[src/rtl/xctcmsg_issue_queue.sv]
// -----------------------------------------------------------------------------
// xctcmsg_issue_queue
//
// Decoupling FIFO between the RR stage and the xctcmsg functional unit. It
// holds fully-read XCTCMSG requests so that RR can keep issuing while the unit
// stalls on send/receive queue back-pressure. It also breaks the combinational
// ready path from the unit back into RR.
//
// Optional feature: define XCTCMSG_ISSUE_QUEUE_BYPASS_EN to make an empty,
// non-flushing queue transparent (0-cycle latency when out_ready is high).
// When the macro is undefined, every request spends at least one cycle in
// the storage array.
//
// Ports:
//   clk             - clock, all state updates on the rising edge
//   rst             - asynchronous active-high reset (pointers only)
//   flush           - pipeline flush, drops buffered and incoming requests
//   in_valid        - RR presents a request
//   in_ready        - queue accepts a request (depends only on occupancy)
//   in_funct3       - request funct3
//   in_rs1/in_rs2   - request operand values
//   in_passthrough  - execute-stage passthrough bundle
//   out_valid       - head request presented to xctcmsg
//   out_ready       - xctcmsg accepts the head request
//   out_funct3      - head funct3
//   out_rs1/out_rs2 - head operand values
//   out_passthrough - head passthrough bundle
//   occupancy       - number of valid entries, 0..DEPTH
// -----------------------------------------------------------------------------

package xctcmsg_issue_queue_pkg;
    typedef struct packed {
        logic [63:0] pc;
        logic [4:0]  rd;
        logic        rd_wen;
        logic [7:0]  rob_tag;
    } exe_stage_passthrough_t;
endpackage

module xctcmsg_issue_queue
    import xctcmsg_issue_queue_pkg::*;
#(
    parameter int DEPTH = 4
) (
    input  logic                      clk,
    input  logic                      rst,
    input  logic                      flush,
    input  logic                      in_valid,
    output logic                      in_ready,
    input  logic [2:0]                in_funct3,
    input  logic [63:0]               in_rs1,
    input  logic [63:0]               in_rs2,
    input  exe_stage_passthrough_t    in_passthrough,
    output logic                      out_valid,
    input  logic                      out_ready,
    output logic [2:0]                out_funct3,
    output logic [63:0]               out_rs1,
    output logic [63:0]               out_rs2,
    output exe_stage_passthrough_t    out_passthrough,
    output logic [$clog2(DEPTH):0]    occupancy
);

    localparam int CNT_W = $clog2(DEPTH) + 1;
    localparam int IDX_W = CNT_W - 1;

    typedef struct packed {
        logic [2:0]             funct3;
        logic [63:0]            rs1;
        logic [63:0]            rs2;
        exe_stage_passthrough_t pt;
    } entry_t;

    // Storage is data only; it is never reset.
    entry_t entry_q [DEPTH];

    logic [CNT_W-1:0] wr_ptr_q, wr_ptr_d;
    logic [CNT_W-1:0] rd_ptr_q, rd_ptr_d;
    logic [CNT_W-1:0] occ;
    logic             empty;
    logic             push;
    logic             pop;
    entry_t           in_entry;
    entry_t           head;
    entry_t           out_entry;

    assign in_entry = {in_funct3, in_rs1, in_rs2, in_passthrough};

    // Pointers carry one extra MSB, so the modular difference distinguishes
    // full (DEPTH) from empty (0) with no extra state.
    assign occ       = wr_ptr_q - rd_ptr_q;
    assign occupancy = occ;
    assign empty     = (occ == '0);
    assign in_ready  = (occ != CNT_W'(DEPTH));
    assign head      = entry_q[rd_ptr_q[IDX_W-1:0]];

`ifdef XCTCMSG_ISSUE_QUEUE_BYPASS_EN
    // Empty queue is transparent. A request the unit takes immediately is
    // never written. One it does not take is stored as usual.
    assign out_valid = ~flush & (empty ? in_valid : 1'b1);
    assign out_entry = empty ? in_entry : head;
    assign pop       = out_valid & out_ready & ~empty;
    assign push      = in_valid & in_ready & ~flush & ~(empty & out_ready);
`else
    assign out_valid = ~empty & ~flush;
    assign out_entry = head;
    assign pop       = out_valid & out_ready;
    assign push      = in_valid & in_ready & ~flush;
`endif

    assign {out_funct3, out_rs1, out_rs2, out_passthrough} = out_entry;

    // Flush wins over push and pop: collapse the read pointer onto the write
    // pointer so the queue is empty on the next cycle.
    always_comb begin
        wr_ptr_d = wr_ptr_q;
        rd_ptr_d = rd_ptr_q;
        if (flush) begin
            rd_ptr_d = wr_ptr_q;
        end else begin
            if (push) wr_ptr_d = wr_ptr_q + CNT_W'(1);
            if (pop)  rd_ptr_d = rd_ptr_q + CNT_W'(1);
        end
    end

    always_ff @(posedge clk or posedge rst) begin
        if (rst) begin
            wr_ptr_q <= '0;
            rd_ptr_q <= '0;
        end else begin
            wr_ptr_q <= wr_ptr_d;
            rd_ptr_q <= rd_ptr_d;
        end
    end

    always_ff @(posedge clk) begin
        if (push) entry_q[wr_ptr_q[IDX_W-1:0]] <= in_entry;
    end

endmodule

[config.mk]
export PLATFORM = sky130hd
export DESIGN_NAME = xctcmsg_issue_queue
export DESIGN_NICKNAME = d
export VERILOG_FILES = /design/src/rtl/xctcmsg_issue_queue.sv
export SDC_FILE = /design/constraint.sdc
export NUM_CORES = 1
export LEC_CHECK = 0
export CORE_ASPECT_RATIO = 1.25
export CORE_MARGIN = 2
export CORE_UTILIZATION = 25
export DETAILED_ROUTE_END_ITERATION = 10
export PLACE_DENSITY = 0.44
export SYNTH_ARGS = -nofsm -noshare
export SYNTH_HDL_FRONTEND = slang
export SYNTH_SLANG_ARGS = --single-unit
[constraint.sdc]
create_clock -name clk -period 13.91 [get_ports clk]
set_clock_uncertainty 0.1 [all_clocks]
set_input_delay 1.391 -clock clk [delete_from_list [all_inputs] [get_ports clk]]
set_output_delay 1.391 -clock clk [all_outputs]
set_load 0.02 [all_outputs]
**Yosys cells after proc, flatten, opt, wreduce, memory -nomap -nowiden**

Memory sizes are Yosys's and may differ from the RTL's.
Index checks and enable logic that the tools add are counted.

- Reduce and logical (&&, ||, !) cells: 3
- $add $sub $neg: 3
- Bitwise operators: 6
- Mux-type cells: 4
- Equality and inequality tests: 1

Operators with widths:

| operator | number |
|---|---|
| adder 3 x 1 -> 3 bit, second input constant | 2 |
| two-way mux 3 bit | 2 |
| AND 1 bit | 4 |
| logical NOT 3 bit | 1 |
| inequality test 3 bit, second input constant | 1 |
| subtractor 3 bit | 1 |
| two-way mux 1 bit | 2 |
| inverter 1 bit | 2 |
| AND reduction 2 bit | 1 |
| nonzero test 2 bit | 1 |

- Bits of input ports: 214
- Output and inout bits: 214
- Word-level logic and storage cells: 20
- Memories kept: 1
- RAM bits: 836
- Register bits after elaboration: 6

Memory list:

| memory | depth | bits a word | read ports | clocked after Yosys merged registers in | wr ports | RTL line | source |
|---|---|---|---|---|---|---|---|
| entry_q | 4 | 209 | 1 | 0 | 1 | 74 | `entry_t entry_q [DEPTH];` |

**Depth between registers and ports, before layout**

Gate-level depths: netlist of the first run.

- Depth after elaboration: 7
- Mapped depth: 6
- Mapped depth without buffers: 6

**Worst setup path after synthesis of the first run**

OpenSTA, ideal clock, no wires.

- Path kind: input port to flip-flop
- Start point: input port flush
- End point: memory entry_q[3][0] (netlist name), enable pin
- Path slack: 1.098 ns
- Data arrival time: 11.864 ns
- Required time: 12.963 ns
- Cell stages on the path: 3
- Setup time: 0.847 ns
- Cell sequence: clkbuf_1 > nand3b_1 > a21oi_1

- Cells in the longest elaborated chain, start to end: 4

Ends and longest elaborated chain:

| element | RTL line | source |
|---|---|---|
| start: declaration | 47 | `input logic flush,` |
| inverter 1 bit | 107 | `assign push = in_valid & in_ready & ~flush;` |
| AND 1 bit | 107 |  |
| two-way mux 1 bit | 136 | `if (push) entry_q[wr_ptr_q[IDX_W-1:0]] <= in_entry;` |
| two-way mux 1 bit (implied by the code) | 136 |  |
| end: declaration | 74 |  |

Every way passes these cells.

==> impl_metrics.yaml, run 1 <==
layout:
  nets: 1861
  syn2layout_area_growth_pct: 29.8
  layout-drive-gt1-share: 0.209
  fin_cells: 3313
  final_util: 0.326
clock_tree:
  numCtsBuffers: 91
  postCtsSetupRepairBufs: 0
  cts_buffer_depth: 3
  cts-resized-gates: 0
  clk_latency_ns: 0.68
  cts_tree: "done"
  clock-root-buffer: "clkbuf_16"
  cts.hold.buffers_added: 0
  clock_sinks: 842
  htree_levels: 3
  clk_pin_slew_ns: 0.06
power_and_ir_drop:
  peakVddDrop_uv: 116
  p_leak_uw: 0.0123
  p_per_area_mw_per_mm2: 212
sta:
  tightest_slew_ns: 1.16
  slew_headroom: 0.228
  fin_crit_sh: 0.428
  fmax_mhz: 168
  setup_tns_ns: 0
  min_period_ns: 5.96
  hold_ws_ns: 0.467
  hold_viol: 0
  finalSetupViolCount: 0
  grt_setup_unrepaired: "false"
  slew_violations: 0
critical_path:
  end_kind: "primary output"
  cp_common_cell: "buf_4"
  timing.critical_path.buf_inv: 3
  worstPathCellList: "buf_4 -> buf_4 -> mux4_2 -> clkdlybuf4s50_1"
  r2r_setup_slack_ns: 9.43
  reg2reg_from: "rd_ptr_q[0]"
  cpLargestDelayFamily: "buffers and inverters"
  worstPathRequired_ns: 12.42
  arrival_ns: 4.47
  critPathMaxFanout: 58
  worstRegToRegCells: 6
  worst_r2r_endpoint: "entry_q[2][134]"
  path_class: "flip-flop to primary output"
  slowest_stage: "dfrtp_4"
  worst-path-stages: 4
  max_stage_delay_ns: 0.98
  crit_path_start_kind: "flip-flop"
hold_path:
  min_path_cells: 1
  hold_start: "wr_ptr_q[2]"
  worstHoldPathType: "flip-flop to flip-flop"
  holdPathEnd: "wr_ptr_q[2]"
die:
  dieWidth_um: 317
  core_mm2: 0.121
  rows: 143
  ioPinCount: 428
  start_util: 0.251
  die_h_um: 395
  die_area_mm2: 0.125
grt:
  grt_max_degree: 123
  grt_usage: 0.119
  grt.overflow.total: 0
  grt_pass1_vias: 15333
  grt_antenna_before_repair: 9
  grt_pass1_wl_um: 107000
run_status:
  status: "finished clean"
routing:
  firstDrtPassIters: 4
  route.vias.total: 13953
  routed.top_layer: "met5"
  vias_per_cell: 4.21
  wl_met3_um: 4620
  met2WireLength_um: 37700
  wl_per_cell_um: 22.4
  remaining_drc_errors: 0
  routed_wirelength_um: 74200
  drt-initial-drc-count: 836
  wl_met1_um: 29600
  ant_nets: 0
job:
  cap_violations: 0
place:
  dp_cells: 3142
  place_congestion: 0.702
  portBuffers: 427
  hpwl_um: 44900
synthesis:
  synth_area_mm2: 0.0306
  synthCells: 1148
  yosys_warnings: 0
  syn_nets: 1369
  yosysSeqAreaShare: 0.827
  synth-seq-cells: 842
  syn_avg_cell_area_um2: 26.6
  ys_types: 29
==> cell usage in the layout (no fill, tap or decap), types with 7 or more instances in the layout <==
master and n:
buf_4 19, bufinv_16 7, clkbuf_1 22, clkbuf_16 93, clkdlybuf4s50_1 427, clkinv_1 21, clkinv_2 13, diode_2 7
edfxtp_1 836, mux4_2 209
==> cells in the mapped netlist <==
| library cell | count | area, µm² |
|---|---|---|
| buf_1 | 12 | 45.0 |
| clkbuf_1 | 12 | 45.0 |
| and2_1 | 4 | 25.0 |
| inv_1 | 6 | 22.5 |
| nand3_1 | 2 | 10.0 |
| a21oi_1 | 3 | 15.0 |
| xor3_2 | 1 | 25.0 |
| o211ai_1 | 1 | 7.51 |
| ha_1 | 6 | 75.1 |
| nor3b_1 | 4 | 30.0 |
| nand2_1 | 2 | 7.51 |
| xnor2_1 | 1 | 8.76 |
| edfxtp_1 | 836 | 25100 |
| mux4_2 | 209 | 4710 |
| dfrtp_1 | 6 | 150 |
| nor3_1 | 2 | 10.0 |
| mux2_1 | 1 | 11.3 |
| o2111a_1 | 1 | 11.3 |
| nor2_1 | 4 | 15.0 |
| fa_1 | 1 | 20.0 |
| a311o_1 | 1 | 10.0 |
| a21oi_2 | 1 | 8.76 |
| xor2_1 | 1 | 8.76 |
| a211o_1 | 2 | 17.5 |
| nand3b_1 | 1 | 7.51 |
| buf_2 | 24 | 120 |
| o2111ai_1 | 1 | 8.76 |
| nand2b_1 | 1 | 6.26 |
| or4b_1 | 2 | 20.0 |
==> worst register-to-register path, cell delays in order (launching register included) <==
cell and delay, ns:
dfrtp_4 0.90, ha_1 0.31, fa_1 0.46, and2_1 0.24, a21oi_2 0.30, and2_4 0.75
buf_4 0.94
==> routing by layer <==
layer | vias up | global-route usage
li1 | 5996 | -
met3 | 111 | 0.0330
met4 | 10 | 0.0453
met2 | 372 | 0.201
met1 | 7464 | 0.143
met5 | - | 0
==> where the power goes <==
group          total (µW)  switching (µW)  internal (µW)
logic                2810            1500           1310
clock network        2320             966           1360
registers            3290             128           3160
total                8410            2600           5820
==> worst max-delay path by stage <==
| stage | startpoint | end | slack, ns |
|---|---|---|---|
| floorplan | flush | entry_q[3][0] | 1.10 |
| global placement | rd_ptr_q[1] | out_passthrough[25] | 8.46 |
| detailed placement | rd_ptr_q[1] | out_passthrough[25] | 8.50 |
| CTS | rd_ptr_q[1] | out_passthrough[25] | 7.68 |
| global route | rd_ptr_q[1] | out_passthrough[25] | 7.69 |
| finish | rd_ptr_q[1] | out_passthrough[25] | 7.95 |
==> kinds of logic after synthesis <==
group	share of synthesized area
adder cells (fa/ha/maj)	0.00311
AO/OA/AOI/OAI	0.00258
multiplexers	0.154
buffers and inverters	0.00762
flip-flops	0.827
XOR/XNOR	0.00139
AND/OR/NAND/NOR	0.00430
==> registers in the layout (all words and copies together), names as in the netlist <==
register	flops
rd_ptr_q	3
entry_q	836
wr_ptr_q	3
==> per-stage QoR <==
stage	area, µm²	power (µW)	setup WS [ns]
after floorplan	30600	4980	1.10
after global placement	36800	6240	8.46
after detailed placement	36800	6240	8.50
after CTS	39600	8620	7.68
after global routing	39600	8800	7.69
final	39700	8410	7.95
==> area by class of cell <==
class / count / area, µm²
antenna: 7 / 17.5
clock buffer: 116 / 2420
clock inverter: 48 / 414
fill: 11452 / 81800
inverter: 6 / 22.5
multi-input combinational: 252 / 5080
sequential: 842 / 25300
tap: 1595 / 2000
timing repair buffer: 447 / 4440
No activity file was read; power rests on OpenSTA's default activity.
==> inputs of run 2 (changes only) <==
PLACE_DENSITY = 0.45   (was 0.44)
clock period = 4.94 ns   (was 13.91 ns; I/O delays follow)
==> run 2 against run 1 <==
  * Sequential power rose to 2.8 times the previous value
  * Worst setup slack worse by 7.1 ns
  * Cell area up 0.50%
  * Core utilization up 0.16 points
  * Cell count up 0.24%
  * Die area unchanged
  * Hold slack worse by 0.13 ns
  * Non-clock buffer count up 11
  * Global-route usage down 0.066 points
  * Total power rose to 2.8 times the previous value
  * Critical path type unchanged
  * Largest power group unchanged
  * Highest routed layer unchanged
==> impl_metrics.yaml, run 2 (synthesis results as in run 1) <==
power_and_ir_drop:
  total_power_uw: 23600
  p_comb_frac: 0.342
  p_per_area_mw_per_mm2: 593
  peakVddDrop_uv: 383
  pwr-share-seq: 0.388
  p_int_uw: 16300
  p_clk_frac: 0.270
  p_sw_uw: 7310
  p_leak_uw: 0.0124
  p_sw_frac: 0.309
clock_tree:
  clk_pin_slew_ns: 0.06
  postCtsSetupRepairBufs: 0
  numCtsBuffers: 90
  clk_latency_ns: 0.67
  htree_levels: 3
  clock_sinks: 842
  cts_tree: "done"
  clock-root-buffer: "clkbuf_16"
  cts_buffer_depth: 3
die:
  ioPinCount: 428
  dieWidth_um: 317
  start_util: 0.251
  die_area_mm2: 0.125
  core_mm2: 0.121
  rows: 143
  die_h_um: 395
hold_path:
  worstHoldPathType: "primary input to flip-flop"
  holdPathEnd: "entry_q[2][87]"
  hold_start: "in_rs2[9]"
  min_path_cells: 1
sta:
  setup_tns_ns: 0
  fin_crit_sh: 0.829
  min_period_ns: 4.10
  tightest_slew_ns: 1.38
  fmax_mhz: 244
  slew_violations: 0
  grt_setup_unrepaired: "false"
  hold_viol: 0
  finalSetupViolCount: 0
  slew_headroom: 0.0831
  setup_ws_ns: 0.844
routing:
  drt-initial-drc-count: 920
  firstDrtPassIters: 5
  wl_per_cell_um: 22.1
  vias_per_cell: 4.19
  route.vias.total: 13908
  remaining_drc_errors: 0
  routed_wirelength_um: 73500
  ant_nets: 0
grt:
  busiest_layer: "met2"
  grt.overflow.total: 0
  grt_pass1_vias: 15294
  grt_antenna_before_repair: 14
  grt_usage: 0.118
  use_met1: 0.136
  use_met3: 0.0413
  met2_usage: 0.199
  grt_pass1_wl_um: 107000
  grt_max_degree: 126
critical_path:
  crit_path_start_kind: "flip-flop"
  end_kind: "primary output"
  worstRegToRegCells: 5
  arrival_ns: 3.50
  critPathMaxFanout: 106
  r2r_setup_slack_ns: 1.49
  path_class: "flip-flop to primary output"
  worst_r2r_endpoint: "entry_q[0][44]"
  reg2reg_from: "rd_ptr_q[1]"
  worstPathRequired_ns: 4.35
run_status:
  status: "finished clean"
layout:
  nets: 1871
  layout_commonest_cell: "edfxtp_1"
  n_fill_cell: 11414
  syn2layout_area_growth_pct: 30.4
  layout_common_cells: "edfxtp_1, clkdlybuf4s50_1, mux4_2"
  layout-drive-gt1-share: 0.217
  largest_reg_flops: 836
job:
  cap_violations: 0
place:
  place_ws_ns: 1.42
  portBuffers: 427
  place_congestion: 0.711
  hpwl_um: 45400
## run 2: cell count changes in the layout (fill, tap and decap cells not counted), sizes merged
cell	previous run	this run
diode	7	3
clkinvlp	1	5
dlygate4sd3	0	1
inv	9	7
clkbuf	116	110
clkinv	37	45
bufinv	7	4
buf	20	30
## run 2: metrics by stage
stage	hold WS, ns	utilization	cells	area, µm²
3_3_place_gp	0.465	0.305	3152	37000
6_report	0.338	0.328	3321	39900
3_5_place_dp	0.455	0.305	3152	37000
2_1_floorplan	0.185	-	1148	30600
5_1_grt	0.309	0.328	3321	39900
4_1_cts	0.251	0.328	3318	39800
## run 2: how the worst max path moves through the flow
stage | cells past startpoint | slack [ns] | from | end
2_1_floorplan | 5 | -0.42 | wr_ptr_q[0] | entry_q[3][0]
3_5_place_dp | 3 | 1.42 | rd_ptr_q[1] | out_rs2[28]
6_report | 3 | 0.84 | rd_ptr_q[0] | out_rs2[55]
3_3_place_gp | 3 | 1.42 | rd_ptr_q[1] | out_rs2[28]
4_1_cts | 3 | 0.63 | rd_ptr_q[1] | out_rs2[28]
5_1_grt | 3 | 0.62 | rd_ptr_q[0] | out_rs1[12]
## run 2: final cells by class
class                      count  area, µm²  area share
antenna                        3       7.51    0.000188
timing repair buffer         458       4670       0.117
multi-input combinational    252       5100       0.128
clock inverter                55        382     0.00957
tap                         1595       2000      0.0501
clock buffer                 110       2410      0.0605
inverter                       6       22.5    0.000565
sequential                   842      25300       0.634
## run 2: per-layer routing
metal | routed length, µm | vias to the layer above
li1 | - | 6026
met1 | 28300 | 7366
met2 | 37500 | 374
met3 | 5530 | 120
met4 | 2020 | 22
met5 | 146 | -
## run 2: critical path, stage by stage (launching register included)
cell and delay [ns]:
dfrtp_4 0.65, buf_12 0.54, mux4_2 0.63, clkdlybuf4s50_1 0.59
## run 2: repair_timing
item	in CTS	in global routing
gates resized for setup	0	0
hold buffers	1	0
hold endpoints to repair	6	0
endpoints found under the setup margin	0	0
## run 2: power by group through the flow
stage / Sequential, µW / Clock, µW / Combinational, µW
2_1_floorplan: 9250 / 0 / 4630
3_3_place_gp: 9290 / 0 / 8310
4_1_cts: 9190 / 6640 / 8360
5_1_grt: 9250 / 6880 / 8600
3_5_place_dp: 9340 / 0 / 8310
6_report: 9170 / 6380 / 8080
==> inputs of run 3 (changes only) <==
PLACE_DENSITY = 0.44   (was 0.45)
clock period = 4.2 ns   (was 4.94 ns; I/O delays follow)
==> run 3 against run 2 <==
  * Die area stayed put
  * Clock-buffer cell count shrank 3
  * Total power increased by 19%
  * Wire length increased by 1.7%
  * Global-route usage rose by 0.18 points
  * Core utilization is 0.20 points higher
  * Flip-flop and latch count unchanged
  * Critical path depth did not move
  * Via count increased by 0.27%
  * First-iteration DRC count fell by 8.5%
  * Worst setup slack worse by 0.46 ns
  * Largest power group unchanged
  * Highest routed layer unchanged
==> impl_metrics.yaml, run 3 (synthesis results as in run 1) <==
run_status:
  status: "finished clean"
grt:
  grt_usage: 0.120
  grt_pass1_vias: 15430
  grt.overflow.total: 0
  grt_max_degree: 132
  grt_antenna_before_repair: 14
  grt_pass1_wl_um: 108000
layout:
  final_util: 0.330
  layout_common_cells: "edfxtp_1, clkdlybuf4s50_1, mux4_2"
  n_fill_cell: 11369
  nets: 1879
  syn2layout_area_growth_pct: 31.2
  layout_commonest_cell: "edfxtp_1"
  layout-drive-gt1-share: 0.225
  largest_reg_flops: 836
routing:
  vias_per_cell: 4.19
  remaining_drc_errors: 0
  wl_per_cell_um: 22.5
  firstDrtPassIters: 5
  drt-initial-drc-count: 842
  routed_wirelength_um: 74800
  route.vias.total: 13945
  ant_nets: 0
critical_path:
  path_class: "flip-flop to primary output"
  worstPathRequired_ns: 3.68
  arrival_ns: 3.30
  end_kind: "primary output"
  crit_path_start_kind: "flip-flop"
  critPathMaxFanout: 131
clock_tree:
  cts_buffer_depth: 3
  cts_tree: "done"
  clk_pin_slew_ns: 0.07
  htree_levels: 3
  clock_sinks: 842
  clk_latency_ns: 0.67
  clock-root-buffer: "clkbuf_16"
  numCtsBuffers: 91
  cts-resized-gates: 0
power_and_ir_drop:
  p_comb_frac: 0.346
  p_leak_uw: 0.0125
  p_sw_uw: 8660
  p_sw_frac: 0.308
  pwr-share-seq: 0.380
  p_int_uw: 19400
  peakVddDrop_uv: 867
  p_per_area_mw_per_mm2: 701
  p_clk_frac: 0.274
sta:
  fin_crit_sh: 0.909
  finalSetupViolCount: 0
  hold_viol: 0
  slew_violations: 0
  slew_headroom: 0.162
  min_period_ns: 3.82
  tightest_slew_ns: 1.26
  setup_ws_ns: 0.382
  fmax_mhz: 262
  grt_setup_unrepaired: "false"
job:
  cap_violations: 0
hold_path:
  worstHoldPathType: "primary input to flip-flop"
die:
  core_mm2: 0.121
  start_util: 0.251
  die_area_mm2: 0.125
  ioPinCount: 428
  rows: 143
  die_h_um: 395
  dieWidth_um: 317
place:
  place_congestion: 0.701
  portBuffers: 427
  place_ws_ns: 1.03
  hpwl_um: 46400
==> run 3: critical path: stages (launching register included) <==
cell             delay (ns)
dfrtp_4                0.46
buf_12                 0.44
mux4_2                 0.38
clkdlybuf4s50_1        0.85
==> run 3: worst paths after layout <==
path | start | to | slack, ns | cells after the start
max | rd_ptr_q[1] | out_rs2[35] | 0.38 | 3
min | in_passthrough[56] | entry_q[1][56] | 0.28 | 1
max reg2reg | rd_ptr_q[0] | entry_q[1][135] | 1.05 | 6
min reg2reg | wr_ptr_q[2] | wr_ptr_q[2] | 0.49 | 1
max in group asynchronous | rst | rd_ptr_q[0] | 3.28 | 3
min in group asynchronous | rst | rd_ptr_q[2] | 0.47 | 3
==> run 3: cell type report <==
type | instances | area, µm² | area share
multi-input combinational | 252 | 5100 | 0.127
timing repair buffer | 465 | 4840 | 0.121
tap | 1595 | 2000 | 0.0498
sequential | 842 | 25300 | 0.630
clock buffer | 107 | 2380 | 0.0594
antenna | 4 | 10.0 | 0.000250
inverter | 6 | 22.5 | 0.000562
clock inverter | 59 | 484 | 0.0121
==> run 3: per-layer routing <==
layer	wire, µm	share of wire	vias up	GRT usage
li1	-	-	6033	-
met5	116	0.0016	-	0
met3	5070	0.068	130	0.0375
met1	28100	0.38	7399	0.135
met2	39100	0.52	365	0.209
met4	2290	0.031	18	0.0499
==> run 3: power by group through the flow <==
stage	clock network (µW)	logic, µW	registers (µW)
after floorplan	0	5450	10800
after CTS	8040	10100	10700
after global placement	0	10000	10800
after global routing	8320	10300	10800
final	7690	9730	10700
after detailed placement	0	10000	10900
==> run 3: timing repair <==
| action | 4_1_cts | 5_1_grt |
|---|---|---|
| hold endpoints to repair | 6 | 0 |
| endpoints found under the setup margin | 0 | 0 |
| hold buffers | 1 | 0 |
| buffers inserted | 0 | 0 |
==> run 3: per-stage QoR <==
stage	instance area (µm²)	hold WS [ns]	TNS, ns	instances	total power [µW]
floorplan	30600	0.111	-242.47	1148	16300
finish	40100	0.282	0	3330	28100
CTS	40100	0.179	0	3326	28800
global placement	37200	0.450	0	3159	20800
detailed placement	37200	0.477	0	3159	20900
global route	40100	0.229	0	3329	29400
